[src/rtl/piezo_alert_sched.sv]
// Piezo alert scheduler: fixed-priority arbitration between three alert sources,
// per-source beep bursts (tone/gap/rest) and complementary square-wave drive.
module piezo_alert_sched #(
    parameter logic fast_sim = 1'b0
) (
    input  logic       clk,
    input  logic       rst_n,
    input  logic       ovr_spd,
    input  logic       batt_low,
    input  logic       en_steer,
    input  logic       mute,
    output logic       piezo,
    output logic       piezo_n,
    output logic       busy,
    output logic [1:0] active_src
);

    localparam logic [19:0] TICK_LAST = fast_sim ? 20'd63    : 20'hF_FFFF;
    localparam logic [14:0] HP_OVR    = fast_sim ? 15'd8     : 15'd12500;
    localparam logic [14:0] HP_BATT   = fast_sim ? 15'd16    : 15'd25000;
    localparam logic [14:0] HP_STEER  = fast_sim ? 15'd12    : 15'd16667;
    localparam logic [4:0]  REST_LAST = 5'd15;

    typedef enum logic [1:0] {IDLE, TONE, GAP, REST} state_t;
    typedef enum logic [1:0] {SRC_OVR = 2'd0, SRC_BATT = 2'd1, SRC_STEER = 2'd2, SRC_NONE = 2'd3} src_t;

    state_t      state;
    src_t        src_q;
    logic [19:0] presc;
    logic [4:0]  tick_cnt;
    logic [14:0] hp_cnt;
    logic [1:0]  beep_cnt;

    logic [14:0] half_m1;
    logic [4:0]  on_last;
    logic [4:0]  gap_last;
    logic [4:0]  lim;
    logic        tick_done;
    logic        state_done;
    logic        req_any;
    src_t        sel_src;
    logic [1:0]  sel_beeps;

    // Burst shape of the source currently being served
    always_comb begin
        half_m1  = HP_STEER - 15'd1;
        on_last  = 5'd3;
        gap_last = 5'd3;
        case (src_q)
            SRC_OVR: begin
                half_m1  = HP_OVR - 15'd1;
                on_last  = 5'd3;
                gap_last = 5'd3;
            end
            SRC_BATT: begin
                half_m1  = HP_BATT - 15'd1;
                on_last  = 5'd7;
                gap_last = 5'd7;
            end
            default: begin
                half_m1  = HP_STEER - 15'd1;
                on_last  = 5'd3;
                gap_last = 5'd3;
            end
        endcase
    end

    always_comb begin
        lim = REST_LAST;
        case (state)
            TONE:    lim = on_last;
            GAP:     lim = gap_last;
            default: lim = REST_LAST;
        endcase
        tick_done  = (presc == TICK_LAST);
        state_done = tick_done && (tick_cnt == lim);
    end

    always_comb begin
        req_any   = ovr_spd | batt_low | en_steer;
        sel_src   = SRC_STEER;
        sel_beeps = 2'd1;
        if (ovr_spd) begin
            sel_src   = SRC_OVR;
            sel_beeps = 2'd3;
        end else if (batt_low) begin
            sel_src   = SRC_BATT;
            sel_beeps = 2'd2;
        end
    end

    always_ff @(posedge clk or negedge rst_n) begin
        if (!rst_n) begin
            state    <= IDLE;
            src_q    <= SRC_NONE;
            presc    <= '0;
            tick_cnt <= '0;
            hp_cnt   <= '0;
            beep_cnt <= '0;
            piezo    <= 1'b0;
            piezo_n  <= 1'b0;
        end else if (mute || (state != IDLE && ovr_spd && src_q != SRC_OVR)) begin
            state    <= IDLE;
            src_q    <= SRC_NONE;
            presc    <= '0;
            tick_cnt <= '0;
            hp_cnt   <= '0;
            beep_cnt <= '0;
            piezo    <= 1'b0;
            piezo_n  <= 1'b0;
        end else begin
            // Prescaler default; every state change below clears it again
            if (tick_done) begin
                presc    <= '0;
                tick_cnt <= tick_cnt + 5'd1;
            end else begin
                presc <= presc + 20'd1;
            end
            case (state)
                IDLE: begin
                    presc    <= '0;
                    tick_cnt <= '0;
                    hp_cnt   <= '0;
                    if (req_any) begin
                        state    <= TONE;
                        src_q    <= sel_src;
                        beep_cnt <= sel_beeps;
                        piezo    <= 1'b1;
                        piezo_n  <= 1'b0;
                    end
                end
                TONE: begin
                    if (hp_cnt == half_m1) begin
                        hp_cnt  <= '0;
                        piezo   <= ~piezo;
                        piezo_n <= ~piezo_n;
                    end else begin
                        hp_cnt <= hp_cnt + 15'd1;
                    end
                    if (state_done) begin
                        beep_cnt <= beep_cnt - 2'd1;
                        state    <= (beep_cnt == 2'd1) ? REST : GAP;
                        presc    <= '0;
                        tick_cnt <= '0;
                        piezo    <= 1'b0;
                        piezo_n  <= 1'b0;
                    end
                end
                GAP: begin
                    if (state_done) begin
                        state    <= TONE;
                        presc    <= '0;
                        tick_cnt <= '0;
                        hp_cnt   <= '0;
                        piezo    <= 1'b1;
                        piezo_n  <= 1'b0;
                    end
                end
                default: begin
                    if (state_done) begin
                        state    <= IDLE;
                        src_q    <= SRC_NONE;
                        presc    <= '0;
                        tick_cnt <= '0;
                    end
                end
            endcase
        end
    end

    assign busy       = (state != IDLE);
    assign active_src = src_q;

endmodule

[config.mk]
export PLATFORM = sky130hd
export DESIGN_NAME = piezo_alert_sched
export DESIGN_NICKNAME = d
export VERILOG_FILES = /design/src/rtl/piezo_alert_sched.sv
export SDC_FILE = /design/constraint.sdc
export NUM_CORES = 1
export LEC_CHECK = 0
export BUFFER_PORTS_ARGS = -buffer_cell sky130_fd_sc_hd__buf_2
export CAP_MARGIN = 25
export CORE_ASPECT_RATIO = 0.8
export CORE_MARGIN = 2
export CORE_UTILIZATION = 40
export CTS_CLUSTER_DIAMETER = 30
export CTS_CLUSTER_SIZE = 8
export DETAILED_ROUTE_END_ITERATION = 8
export SLEW_MARGIN = 5
export SYNTH_ARGS = -nofsm -noshare
export SYNTH_HDL_FRONTEND = slang
export SYNTH_SLANG_ARGS = --single-unit
[constraint.sdc]
create_clock -name clk -period 2.7 [get_ports clk]
set_input_delay 0.405 -clock clk [delete_from_list [all_inputs] [get_ports clk]]
set_output_delay 0.405 -clock clk [all_outputs]
set_load 0.1 [all_outputs]
==> results_dict.tcl <==
set metrics [dict create \
    yosys_warnings 0 \
    share_comb_of_total_power 0.383 \
    final_core_utilization 0.457 \
    num_io_pins 11 \
    wl_mm 6.11 \
    placement_rows 27 \
    vias 2299 \
    drive_gt1_frac 0.122 \
    cp.arrival_ps 2750 \
    synth.top_cells.by_area "sky130_fd_sc_hd__dfrtp_1 (42%), sky130_fd_sc_hd__nor2_1 (5.8%), sky130_fd_sc_hd__xor2_1 (4.7%)" \
    port_buffers 10 \
    cp.required_ps 2900 \
    ant_nets 0 \
    wire_per_inst_um 14.8 \
    finalSetupViolations 0 \
    dieHeight_um 78.4 \
    max_cap_viol 0 \
    cts-root-buf "sky130_fd_sc_hd__clkbuf_8" \
    timing.hold.worst.class "in -> async" \
    synthesis.area_um2 2770 \
    yosys.area.top_type_share 0.416 \
    leakage_nw 1.27 \
    timing.setup.critical_path_class "reg -> reg" \
    insertedDiodeCount 0 \
    fin_skew_ps 7.88 \
    worst_setup_path_start_kind "flip-flop" \
    grtUsageTotal 0.172 \
    nNetsFinal 341 \
    synth_top_area_cell "sky130_fd_sc_hd__dfrtp_1" \
    power.share.switching 0.414 \
    power_report.internal_total_mw 1.33 \
    cts_buf_count 5 \
    power_frac_clock 0.239 \
    critPathCaptureType "flip-flop" \
    sequentialPowerShare 0.378 \
    layout.cells.most_common_list "sky130_fd_sc_hd__dfrtp_1 (46), sky130_fd_sc_hd__nor2_1 (43), sky130_fd_sc_hd__nand2_1 (25), sky130_fd_sc_hd__nand3_1 (16), sky130_fd_sc_hd__xor2_1 (15)" \
    synth.ff_latch_count 48 \
    totalNegativeSetupSlack_ps 0 \
    grt-ovfl-total 0 \
    timing.final.crit_share 0.945 \
    vias_per_cell 5.55 \
    post_cts_hold_buffer_count 0 \
    hpwlAfterDp_mm 4.46 \
    worst_tran_pin_value_ps 617 \
    first_iter_violations 129 \
    syn-num-nets 319 \
    mostFrequentLayoutCell "sky130_fd_sc_hd__dfrtp_1" \
    netlist-cell-type-count 57 \
    finalHoldViolations 0 \
    dieWidth_um 97.0 \
    timing.fmax_mhz 392 \
    initial_utilization 0.408 \
    gate_count_after_technology_mapping 304 \
    grt_pass1_vias 2079 \
    cts.clk_slew.worst_paths_ps 90 \
    power_switching_mw 0.937 \
    synth-edff-count 0 \
    run_status "finished, final reports clean" \
    synth_seq_area_share 0.435 \
    stdcell_area_um2 3100 \
    postCtsSetupRepairBufs 0 \
    clk-insertion-delay-late_ps 310 \
    fp.coreArea_um2 6790 \
    area.growth.synth_to_final_pct 12.1 \
    cts_max_level 2 \
    number_of_antenna_violations_at_the_first_check_in_global_routing 0 \
    fillCellCount 648 \
    grt_pass1_wl_mm 10.5 \
    power.density_nw_per_um2 729 \
    ys_async_sr_fraction 1.00 \
    timing_max_transition_violations_final 0 \
    cts.sink_count 48 \
    peakVddDrop_v 0.000472 \
    syn_area_per_cell_um2 9.11 \
    drtPass1Iterations 4 \
    tritoncts "built" \
    grt_start_max_net_pins 49 \
    detail_route.drc_violations 0 \
    finalWorstPathRequiredPeriod_ps 2550 \
    unrepaired_setup_endpoints_after_global_routing "no" \
    routability_cong 0.841 \
    post_dp_cell_area_um2 2990 \
    timing.slew.headroom 0.589 \
    critical_path_peak_fanout 14 \
    design.die.area_um2 7610 \
    maximum_root_to_sink_buffer_count 2 \
    synth_ff_type "sky130_fd_sc_hd__dfrtp_1" \
]
## cells in the mapped netlist, drive strengths merged (4+ instances only)
master / count
dfrtp: 46
nor2: 43
nand2: 26
nand3: 16
xor2: 15
inv: 14
a21oi: 11
nand4: 11
o21ai: 10
ha: 9
o31ai: 8
xnor2: 8
clkbuf: 7
nor3: 6
and3: 5
a21o: 4
a31oi: 4
and2: 4
nor4bb: 4
## sequential cells by signal, indices dropped and copies added, names as in the netlist
name,cells
state,2
beep_cnt,2
piezo_n,1
piezo,1
active_src,2
tick_cnt,5
hp_cnt,15
presc,20
## routing by layer
layer,vias to the layer above,track usage,wire (um)
li1,1149,-,-
met1,1101,0.271,3370
met2,44,0.238,2450
met3,5,0.0267,242
met4,0,0.0535,58
met5,-,0,0
## worst max-delay path: stages (launching register included)
cell and delay [ps]:
sky130_fd_sc_hd__dfrtp_1 440, sky130_fd_sc_hd__or4b_1 530, sky130_fd_sc_hd__a211o_1 280, sky130_fd_sc_hd__a2111o_1 480, sky130_fd_sc_hd__and3_4 290, sky130_fd_sc_hd__and2_1 210
sky130_fd_sc_hd__a22o_1 210
## worst paths after layout
path,from,to,slack (ps),depth (start not counted)
hold / removal,rst_n,presc[11],170,2
setup reg to reg,hp_cnt[9],hp_cnt[8],150,6
min in group clk,mute,active_src[1],400,3
setup / recovery,hp_cnt[9],hp_cnt[8],150,6
max in group asynchronous,rst_n,presc[12],2100,2
hold reg to reg,presc[0],presc[0],480,1
## area by class of cell
cell class | instances | area, um^2 | share of cell area
Clock buffer | 5 | 68.8 | 0.0222
Multi-Input combinational cell | 232 | 1460 | 0.472
Inverter | 15 | 57.6 | 0.0185
Tap cell | 87 | 109 | 0.0351
Timing Repair Buffer | 24 | 155 | 0.0500
Sequential cell | 48 | 1200 | 0.388
Clock inverter | 3 | 46.3 | 0.0149
## power by group through the flow
stage	Sequential (mW)	Clock [mW]	Combinational (mW)
2_1_floorplan	1.01	0	0.502
3_3_place_gp	0.869	0	0.853
3_5_place_dp	0.868	0	0.859
4_1_cts	0.854	0.554	0.865
5_1_grt	0.865	0.592	0.942
6_report	0.854	0.540	0.867
## cell families after synthesis
kind of cell,share of synthesized area
AOI/OAI and AO/OA,0.168
xor gates and xnor gates,0.0727
adders and majority gates,0.0407
buffers and inverters,0.0379
DFF,0.435
and+or+nand+nor,0.246
## repair_timing
action                     CTS  global route
hold endpoints to repair     0             0
setup endpoints to repair    0             4
gates resized for setup      0             1
## metrics by stage
step / setup WS [ps] / hold WS (ps) / cells / power (mW)
after floorplan: 32.6 / 109 / 304 / 1.52
after global placement: 141 / 445 / 406 / 1.72
after detailed placement: 121 / 464 / 406 / 1.73
after CTS: 106 / 207 / 414 / 2.27
after global routing: 65.6 / 241 / 414 / 2.40
final: 148 / 174 / 414 / 2.26
No activity file was read; power rests on OpenSTA's default activity.
